## config.mk

```make
export PLATFORM = sky130hd
export DESIGN_NAME = recirc_merge
export DESIGN_NICKNAME = d
export VERILOG_FILES = /design/src/rtl/recirc_merge.sv
export SDC_FILE = /design/constraint.sdc
export NUM_CORES = 1
export LEC_CHECK = 0
export ABC_AREA = 1
export BUFFER_PORTS_ARGS = -buffer_cell sky130_fd_sc_hd__buf_2
export CAP_MARGIN = 10
export CORE_AREA = 5 5 123 125
export CTS_BUF_LIST = sky130_fd_sc_hd__clkbuf_8
export CTS_CLUSTER_DIAMETER = 150
export DETAILED_ROUTE_END_ITERATION = 8
export DIE_AREA = 0 0 128 130
export PLACE_DENSITY = 0.79
export SLEW_MARGIN = 10
export SYNTH_ARGS = -nofsm -noshare
export SYNTH_HDL_FRONTEND = slang
export SYNTH_SLANG_ARGS = --single-unit
```

## constraint.sdc

```tcl
create_clock -name clk -period 6.87 [get_ports clk]
set_input_delay 1.0305 -clock clk [delete_from_list [all_inputs] [get_ports clk]]
set_output_delay 1.0305 -clock clk [all_outputs]
set_load 0.1 [all_outputs]
```

## src/rtl/recirc_merge.sv

```systemverilog
// Merges the main 4-lane stream with words returning from the probador path.
// Main traffic wins; returned words queue in a small FIFO and fill idle cycles.
module recirc_merge #(
    parameter int DATA_WIDTH = 8,
    parameter int DEPTH      = 4,
    parameter int CNT_W      = $clog2(DEPTH + 1)
) (
    input  logic                  clk,
    input  logic                  reset_L,
    input  logic [DATA_WIDTH-1:0] main_in0,
    input  logic [DATA_WIDTH-1:0] main_in1,
    input  logic [DATA_WIDTH-1:0] main_in2,
    input  logic [DATA_WIDTH-1:0] main_in3,
    input  logic                  valid_main,
    input  logic [DATA_WIDTH-1:0] recirc_in0,
    input  logic [DATA_WIDTH-1:0] recirc_in1,
    input  logic [DATA_WIDTH-1:0] recirc_in2,
    input  logic [DATA_WIDTH-1:0] recirc_in3,
    input  logic                  valid_recirc,
    output logic [DATA_WIDTH-1:0] data_out0,
    output logic [DATA_WIDTH-1:0] data_out1,
    output logic [DATA_WIDTH-1:0] data_out2,
    output logic [DATA_WIDTH-1:0] data_out3,
    output logic                  valid_out,
    output logic                  src_out,
    output logic [CNT_W-1:0]      fifo_count,
    output logic                  fifo_full,
    output logic                  fifo_empty,
    output logic                  overflow
);

    localparam int PTR_W  = $clog2(DEPTH);
    localparam int WORD_W = 4 * DATA_WIDTH;

    logic [WORD_W-1:0] mem [DEPTH];
    logic [PTR_W-1:0]  wr_ptr;
    logic [PTR_W-1:0]  rd_ptr;

    logic [WORD_W-1:0] main_word;
    logic [WORD_W-1:0] recirc_word;
    logic [WORD_W-1:0] out_word;
    logic              out_valid;
    logic              out_src;
    logic              pop;
    logic              bypass;
    logic              push_req;
    logic              push;
    logic              drop;
    logic [CNT_W-1:0]  count_next;

    assign main_word   = {main_in0, main_in1, main_in2, main_in3};
    assign recirc_word = {recirc_in0, recirc_in1, recirc_in2, recirc_in3};

    // NOTE: every signal gets a default first so no path can leave it unassigned (no latch).
    always_comb begin
        out_word  = '0;
        out_valid = 1'b0;
        out_src   = 1'b0;
        pop       = 1'b0;
        bypass    = 1'b0;
        if (valid_main) begin
            out_word  = main_word;
            out_valid = 1'b1;
        end else if (!fifo_empty) begin
            out_word  = mem[rd_ptr];
            out_valid = 1'b1;
            out_src   = 1'b1;
            pop       = 1'b1;
        end else if (valid_recirc) begin
            out_word  = recirc_word;
            out_valid = 1'b1;
            out_src   = 1'b1;
            bypass    = 1'b1;
        end
    end

    // A full FIFO can still accept a word when the head leaves in the same cycle.
    assign push_req   = valid_recirc && !bypass;
    assign push       = push_req && (!fifo_full || pop);
    assign drop       = push_req && fifo_full && !pop;
    assign count_next = fifo_count + CNT_W'(push) - CNT_W'(pop);

    // NOTE: sequential state uses non-blocking assignments so all registers update together.
    always_ff @(posedge clk or negedge reset_L) begin
        if (!reset_L) begin
            data_out0  <= '0;
            data_out1  <= '0;
            data_out2  <= '0;
            data_out3  <= '0;
            valid_out  <= 1'b0;
            src_out    <= 1'b0;
            wr_ptr     <= '0;
            rd_ptr     <= '0;
            fifo_count <= '0;
            fifo_full  <= 1'b0;
            fifo_empty <= 1'b1;
            overflow   <= 1'b0;
        end else begin
            {data_out0, data_out1, data_out2, data_out3} <= out_word;
            valid_out  <= out_valid;
            src_out    <= out_src;
            if (push) wr_ptr <= wr_ptr + 1'b1;
            if (pop)  rd_ptr <= rd_ptr + 1'b1;
            fifo_count <= count_next;
            fifo_full  <= (count_next == CNT_W'(DEPTH));
            fifo_empty <= (count_next == '0);
            if (drop) overflow <= 1'b1;
        end
    end

    // NOTE: storage is not reset; the pointers and count alone decide what is valid.
    always_ff @(posedge clk) begin
        if (push) mem[wr_ptr] <= recirc_word;
    end

endmodule

```

==> reports/results.tsv, run 1 <==
stage	metric	value	unit
status	outcome	finished clean	
critical_path	crit_required	7.24	ns
clocking	htree_levels	4	
routing	avgRoutedWirePerCell	14.0	microns
floorplan	num_rows	43	
cells_and_area	nNetsFinal	938	
global_route	grt_pass1_vias	4861	
cells_and_area	multi_input_area	1810	sq um
sta	hold_ws	0.479	ns
critical_path	worst-path-buf-inv	5	
critical_path	rr_worst_depth	9	
cells_and_area	layout-drive-gt1-share	0.167	
sta	fin_setup_tns	0	ns
global_route	track_usage	0.185	
critical_path	r2r_slack	4.07	ns
sta	maxSlewHeadroom	0.186	
clocking	numCtsBuffers	17	
clocking	holdBufCountCts	0	
critical_path	cp_common_cell	inv_1	
critical_path	crit_cells	12	
routing	drtAntennaViolNets	0	
synth	synthAdderAreaFrac	0.0128	
critical_path	crit_arrival	3.85	ns
global_route	met3_usage	0.0405	
clocking	clk_root_buffer_cell	clkbuf_8	
routing	dr.pass1.iters	5	
sta	worstMarginPinSlew	1.22	ns
power	power_density	429	nW/um^2
critical_path	cp-start-kind	input port	
routing	vias	5062	
sta	rsz0062_at_grt	false	
power	combPwrFrac	0.432	
synth	yosysMostFrequentCell	nand2_1	
power	p_leak	4.22	nW
synth	synthSimpleGateAreaFrac	0.201	
synth	syn_area_per_cell	9.74	sq um
cells_and_area	fillers	1151	
floorplan	dieArea	16600	sq um
sta	setup_viol	0	
synth	synthXorXnorAreaFrac	0.00235	
synth	synth_top_family_by_area	simple AND/OR/NAND/NOR gates	
cells_and_area	stdcell_area	8490	sq um
hold_path	hold_depth	1	
power	swShare	0.456	
sta	setup_ws	3.39	ns
floorplan	coreArea	13800	sq um
sta	fin_crit	3.48	ns
clocking	cts.sinks	172	
sta	max_freq	287	MHz
routing	drtIter0Drc	412	
placed_design	io_buffers	107	
synth	synth_commonest_cells	nand2_1, inv_1, edfxtp_1, nand3_1, dfrtp_1	
critical_path	end_kind	flop	
global_route	busiest_layer	met2	
critical_path	crit_chain	buf_2, inv_1, a21oi_1, nand2_2, ha_1, inv_1, ha_1, inv_1, fa_1, inv_1, or2_2, a21oi_1	
global_route	use_met2	0.312	
floorplan	top_level_ports	108	
floorplan	dieWidth	128	microns
floorplan	die_y	130	microns
synth	synth-seq-area-share	0.664	
global_route	overflow	0	
clocking	post_cts_buffers	0	
synth	muxShareOfSynthArea	0	
synth	postSynthCellCount	765	
synth	synth_ff_type	edfxtp_1	
sta	slew_viol_final	0	
global_route	grtUsageMet1	0.238	
placed_design	place_ws	2.89	ns
routing	routed_wl	14.8	mm
power	clock_power_share	0.176	
hold_path	hold_class	flop to flop	
placed_design	place_congestion	0.749	
synth	synth_area_leaders	edfxtp_1, nand2_1, dfrtp_1	
critical_path	crit_slowest_cell	buf_2	
cells_and_area	area_growth	13.9	%
synth	synth_top_area_frac	0.516	
power	p_int	1.98	mW
synth	synth.distinct_cells	23	
clocking	post_cts_resized	0	
synth	ys_ff_latch	172	
cells_and_area	seq_area	4950	sq um
clocking	path_clk_slew	0.08	ns
clocking	cts_tree	built	
synth	synth_warnings	0	
run	cap_violations	0	
synth	synth_edf_count	128	
global_route	grt_pass1_wl	23.8	mm
sta	hold_viol_final	0	
clocking	clkLatencyLatePin	0.44	ns
power	p_seq_frac	0.392	
critical_path	cpPeakStageDelay	0.61	ns
global_route	antenna_found_initial	0	
routing	drc	0	
power	irDropWorstVdd	0.312	mV
routing	routed_via_density	4.79	
floorplan	initial_core_util	0.541	
global_route	grt_max_degree	67	
power	p_sw	1.66	mW
synth	synth_compound_area_frac	0.0218	
critical_path	cp_top_family	adder cells	
sta	min_period_over_period	0.507	
synth	syn_area	7450	sq um
synth	synthesis.nets	840	
clocking	clockBufferDepth	2	
sta	finClkSkew	0.0119	ns
placed_design	dpl_cell_area	8130	sq um
critical_path	crit_type	input port to flop	
synth	synthArstFlopShare	0.256	
placed_design	dp_hpwl	8.97	mm
critical_path	cp_max_fo	37	
synth	synth_area_leader_cell	edfxtp_1	
## flip-flops by register name (all words and copies together) (netlist names), 2 cells and up
signal,flops
rd_ptr,2
mem,128
wr_ptr,2
data_out2,8
fifo_count,3
data_out1,8
data_out0,8
data_out3,8
## worst register-to-register path, cell delays in order, from the launching register on
cell,delay [ns]
dfstp_2,0.41
nor2_4,0.78
ha_1,0.38
inv_1,0.06
ha_1,0.13
inv_1,0.05
fa_1,0.47
inv_1,0.05
or2_2,0.28
a21oi_1,0.12
## logic make-up (layout without fill, tap and decap cells)
logic type,Yosys count,after routing
simple gates,373,373
buf+inv,188,299
flops,172,172
compound gates,23,23
fa+ha+maj,7,7
xor+xnor,2,2
other cells,0,1
## power groups by stage
stage	registers [mW]	clock network [mW]	logic, mW
CTS	1.43	0.648	1.59
floorplan	2.07	0	0.641
detailed placement	1.45	0	1.58
finish	1.43	0.641	1.57
global route	1.45	0.692	1.71
global placement	1.45	0	1.55
## final timing paths
check                                         endpoint            startpoint
worst max-delay path               fifo_full$_DFF_PN0_            valid_main
worst min-delay path              overflow$_DFFE_PN0P_  overflow$_DFFE_PN0P_
worst max register to register     fifo_full$_DFF_PN0_  fifo_empty$_DFF_PN1_
worst min register to register    overflow$_DFFE_PN0P_  overflow$_DFFE_PN0P_
max in group asynchronous        rd_ptr[0]$_DFFE_PN0P_               reset_L
min in group asynchronous       data_out1[6]$_DFF_PN0_               reset_L
## per-stage QoR
stage	total power, mW	std cells	utilization
3_3_place_gp	3.00	1024	0.590
2_1_floorplan	2.71	765	-
4_1_cts	3.66	1056	0.616
5_1_grt	3.85	1056	0.616
3_5_place_dp	3.04	1024	0.590
6_report	3.64	1057	0.616
## cells in the final DEF, fill, tap and decap left out
master	count
clkinvlp_4	2
or2_2	1
edfxtp_1	128
clkinv_4	1
inv_2	1
fa_1	1
diode_2	1
nand3_1	68
xor2_1	2
bufinv_16	1
a21boi_0	17
a21oi_1	3
dfrtp_2	1
nor2_4	6
clkbuf_8	20
a21boi_1	1
o21ai_0	1
buf_4	2
dfstp_2	1
nand2_1	296
clkinv_2	2
inv_1	163
o21bai_1	1
dfrtp_1	42
buf_2	107
nand2_2	1
nor2_1	1
ha_1	6
## layout make-up
cell class              instances  area share
repair buffers                109      0.0648
clock buffers                  20      0.0324
well taps                     180      0.0265
clock inverters                12      0.0102
multi-input cells             405       0.213
inverters                     158      0.0698
flip-flops and latches        172       0.583
diodes                          1    0.000295
## per-layer routing
layer	vias up	wire [microns]
met1	2372	6360
met3	18	788
li1	2544	-
met4	0	209
met5	-	0
met2	128	7400
(Power assumes the default switching activity.)
==> run 2, diff against run 1 <==
--- a/config.mk
+++ b/config.mk
@@ -5,15 +5,15 @@
 export SDC_FILE = /design/constraint.sdc
 export NUM_CORES = 1
 export LEC_CHECK = 0
-export ABC_AREA = 1
+export ABC_AREA = 0
 export BUFFER_PORTS_ARGS = -buffer_cell sky130_fd_sc_hd__buf_2
 export CAP_MARGIN = 10
-export CORE_AREA = 5 5 123 125
+export CORE_AREA = 5 5 117 119
 export CTS_BUF_LIST = sky130_fd_sc_hd__clkbuf_8
 export CTS_CLUSTER_DIAMETER = 150
 export DETAILED_ROUTE_END_ITERATION = 8
-export DIE_AREA = 0 0 128 130
-export PLACE_DENSITY = 0.79
+export DIE_AREA = 0 0 122 124
+export PLACE_DENSITY = 0.8
 export SLEW_MARGIN = 10
 export SYNTH_ARGS = -nofsm -noshare
 export SYNTH_HDL_FRONTEND = slang
==> constraint.sdc (replaced) <==
create_clock -name clk -period 3.6 [get_ports clk]
set_input_delay 0.54 -clock clk [delete_from_list [all_inputs] [get_ports clk]]
set_output_delay 0.54 -clock clk [all_outputs]
set_load 0.1 [all_outputs]
==> reports/results.tsv, run 2 <==
stage	metric	value	unit	change
clocking	clkLatencyLatePin	0.45	ns	about the same
cells_and_area	stdcell_area	7710	sq um	-9.2%
routing	routed_wl	13.8	mm	-6.4%
floorplan	dieWidth	122	microns	-4.7%
power	p_seq_frac	0.449		+0.057
hold_path	hold_class	input port to async pin		
sta	finClkSkew	0.0104	ns	-0.00148 ns
cells_and_area	final_core_util	0.619		+0.00223
floorplan	initial_core_util	0.537		-0.00417
critical_path	crit_type	flop to flop		
cells_and_area	area_growth	15.2	%	
clocking	clk_root_buffer_cell	clkbuf_8		
global_route	busiest_layer	met2		
sta	hold_viol_final	0		unchanged
routing	drtAntennaViolNets	0		unchanged
synth	synth_warnings	0		unchanged
status	outcome	finished clean		
synth	synth_area_leader_cell	edfxtp_1		
sta	max_freq	357	MHz	
synth	synth_commonest_cells	edfxtp_1, nand2_1, dfrtp_1, nand3_1, nand4_1		
sta	fin_setup_tns	0	ns	unchanged
cells_and_area	layout-drive-gt1-share	0.346		+0.179
synth	yosysMostFrequentCell	edfxtp_1		
power	power_density	839	nW/um^2	+96%
clocking	clockBufferDepth	2		unchanged
synth	synth.distinct_cells	26		+13%
cells_and_area	final_common_cell	edfxtp_1		
power	clock_power_share	0.188		+0.012
routing	drtIter0Drc	207		-50%
global_route	grtUsageMet1	0.241		+0.00331
critical_path	crit_required	3.96	ns	-3.28 ns
routing	routed_via_density	5.51		+15%
placed_design	place_congestion	0.743		-0.79%
routing	dr.pass1.iters	4		-1
power	irDropWorstVdd	0.435	mV	+40%
placed_design	dpl_cell_area	7350	sq um	-9.5%
floorplan	dieArea	15100	sq um	-9.1%
critical_path	crit_arrival	3.16	ns	-0.69 ns
clocking	holdBufCountCts	0		unchanged
cells_and_area	final_cell_mix	edfxtp_1, buf_2, nand2_1		
global_route	antenna_found_initial	0		unchanged
routing	vias	3769		-26%
clocking	cts.sinks	172		unchanged
global_route	use_met2	0.341		+0.0294
synth	syn_area_per_cell	17.0	sq um	+74%
power	p_sw	2.61	mW	+57%
synth	synth_edf_count	128		unchanged
run	cap_violations	0		unchanged
clocking	path_clk_slew	0.08	ns	about the same
global_route	met3_usage	0.0554		+0.0149
critical_path	cp-start-kind	flop		
routing	drc	0		unchanged
synth	synth-seq-area-share	0.739		+0.0753
sta	rsz0062_at_grt	false		
critical_path	end_kind	flop		
clocking	cts_tree	built		
placed_design	io_buffers	107		unchanged
critical_path	crit_slowest_cell	dfstp_2		
global_route	grt_pass1_wl	21.9	mm	-7.9%
critical_path	cp_max_fo	20		-46%
sta	fin_crit	2.80	ns	
clocking	post_cts_buffers	0		unchanged
sta	slew_viol_final	0		unchanged
power	combPwrFrac	0.363		-0.069
synth	synth_ff_type	edfxtp_1		
placed_design	dp_hpwl	8.47	mm	-5.6%
synth	synthArstFlopShare	0.256		unchanged
routing	avgRoutedWirePerCell	20.2	microns	+45%
critical_path	cpPeakStageDelay	0.78	ns	+0.17 ns
global_route	grt_pass1_vias	4103		-16%
synth	ys_ff_latch	172		unchanged
sta	min_period_over_period	0.778		
sta	setup_viol	0		unchanged
power	p_int	3.86	mW	+95%
global_route	track_usage	0.198		+0.0137
clocking	numCtsBuffers	17		unchanged
floorplan	num_rows	41		-4.7%
cells_and_area	top_register	mem		
global_route	overflow	0		unchanged
clocking	htree_levels	4		unchanged
cells_and_area	antenna_cells	0		-1
sta	worstMarginPinSlew	1.15	ns	-0.0643 ns
power	swShare	0.404		-0.0518
synth	postSynthCellCount	394		-48%
critical_path	worst-path-buf-inv	3		-2
floorplan	die_y	124	microns	-4.6%
clocking	post_cts_resized	0		unchanged
critical_path	crit_chain	buf_4, nor2_4, ha_1, inv_1, ha_1, inv_1, fa_1, xnor2_1, xnor2_1, nor3b_1		
cells_and_area	fillers	918		-20%
sta	maxSlewHeadroom	0.229		+0.0429
floorplan	coreArea	12500	sq um	-9.5%
cells_and_area	largest_register_ffs	128		unchanged
synth	synthesis.nets	469		-44%
cells_and_area	nNetsFinal	574		-39%
power	p_leak	2.98	nW	-29%
synth	synth_area_leaders	edfxtp_1, dfrtp_1, mux4_2		
synth	synth_top_area_frac	0.574		+0.0585
critical_path	cp_top_family	adder cells		
floorplan	top_level_ports	108		unchanged
global_route	grt_max_degree	35		-48%
synth	syn_area	6690	sq um	-10%
run 2: changes by cell type after synthesis, sizes merged, moves of 18 or more:
cell,change
a21boi,-18
nand4,+31
nand2,-230
nand3,-36
inv,-150
mux4,+32
run 2: cell families (layout without fill, tap and decap cells):
kind of cell             count (synthesis)  in the layout  synth area share
adder cells (fa/ha/maj)                  7              7            0.0142
flip-flops                             172            172             0.739
AND/OR/NAND/NOR                        139            139            0.0989
buffers and inverters                   35            153            0.0267
AO/OA/AOI/OAI                            3              3           0.00299
XOR/XNOR                                 5              5           0.00654
multiplexers                            33             33             0.112
run 2: metal layers:
layer | wire length [microns] | vias up
li1 | - | 1708
met1 | 5180 | 1881
met2 | 7240 | 166
met3 | 1190 | 14
met4 | 201 | 0
met5 | 0 | -
run 2: metrics by stage:
| step | cells | worst slack (ns) | hold WS [ns] | total power, mW |
|---|---|---|---|---|
| floorplan | 394 | 0.668 | 0.244 | 4.85 |
| global placement | 652 | 0.742 | 0.483 | 5.26 |
| detailed placement | 652 | 0.538 | 0.476 | 5.33 |
| CTS | 684 | 0.818 | 0.128 | 6.54 |
| global route | 684 | 0.526 | 0.142 | 6.79 |
| finish | 684 | 0.800 | 0.132 | 6.47 |
run 2: power groups by stage:
stage / sequential [mW] / clock, mW / combinational, mW
after floorplan: 3.83 / 0 / 1.02
after global placement: 2.93 / 0 / 2.33
after detailed placement: 2.95 / 0 / 2.37
after CTS: 2.92 / 1.24 / 2.38
after global routing: 2.96 / 1.34 / 2.49
final: 2.90 / 1.22 / 2.35
run 2: worst reg2reg max path, cell delays in order (launching register included):
cell and delay, ns:
dfstp_2 0.78, buf_4 0.37, nor2_4 0.08, ha_1 0.30
inv_1 0.06, ha_1 0.13, inv_1 0.04, fa_1 0.37
xnor2_1 0.15, xnor2_1 0.23, nor3b_1 0.20
run 2: cell type report:
class                      count  area [sq um]  share of cell area
clock buffer                  20           275              0.0357
tap                          172           215              0.0279
clock inverter                12          85.1              0.0110
sequential                   172          4950               0.642
multi-input combinational    187          1580               0.205
timing repair buffer         113           581              0.0753
inverter                       8          30.0             0.00389
run 2: final timing paths:
path / from / to / slack, ns / depth (start not counted)
hold reg to reg: overflow$_DFFE_PN0P_ / overflow$_DFFE_PN0P_ / 0.50 / 1
max in group asynchronous: reset_L / fifo_empty$_DFF_PN1_ / 2.65 / 2
hold / removal: reset_L / data_out0[4]$_DFF_PN0_ / 0.13 / 1
min in group clk: main_in3[3] / data_out3[3]$_DFF_PN0_ / 0.31 / 3
setup reg to reg: fifo_empty$_DFF_PN1_ / fifo_full$_DFF_PN0_ / 0.80 / 10
setup / recovery: fifo_empty$_DFF_PN1_ / fifo_full$_DFF_PN0_ / 0.80 / 10
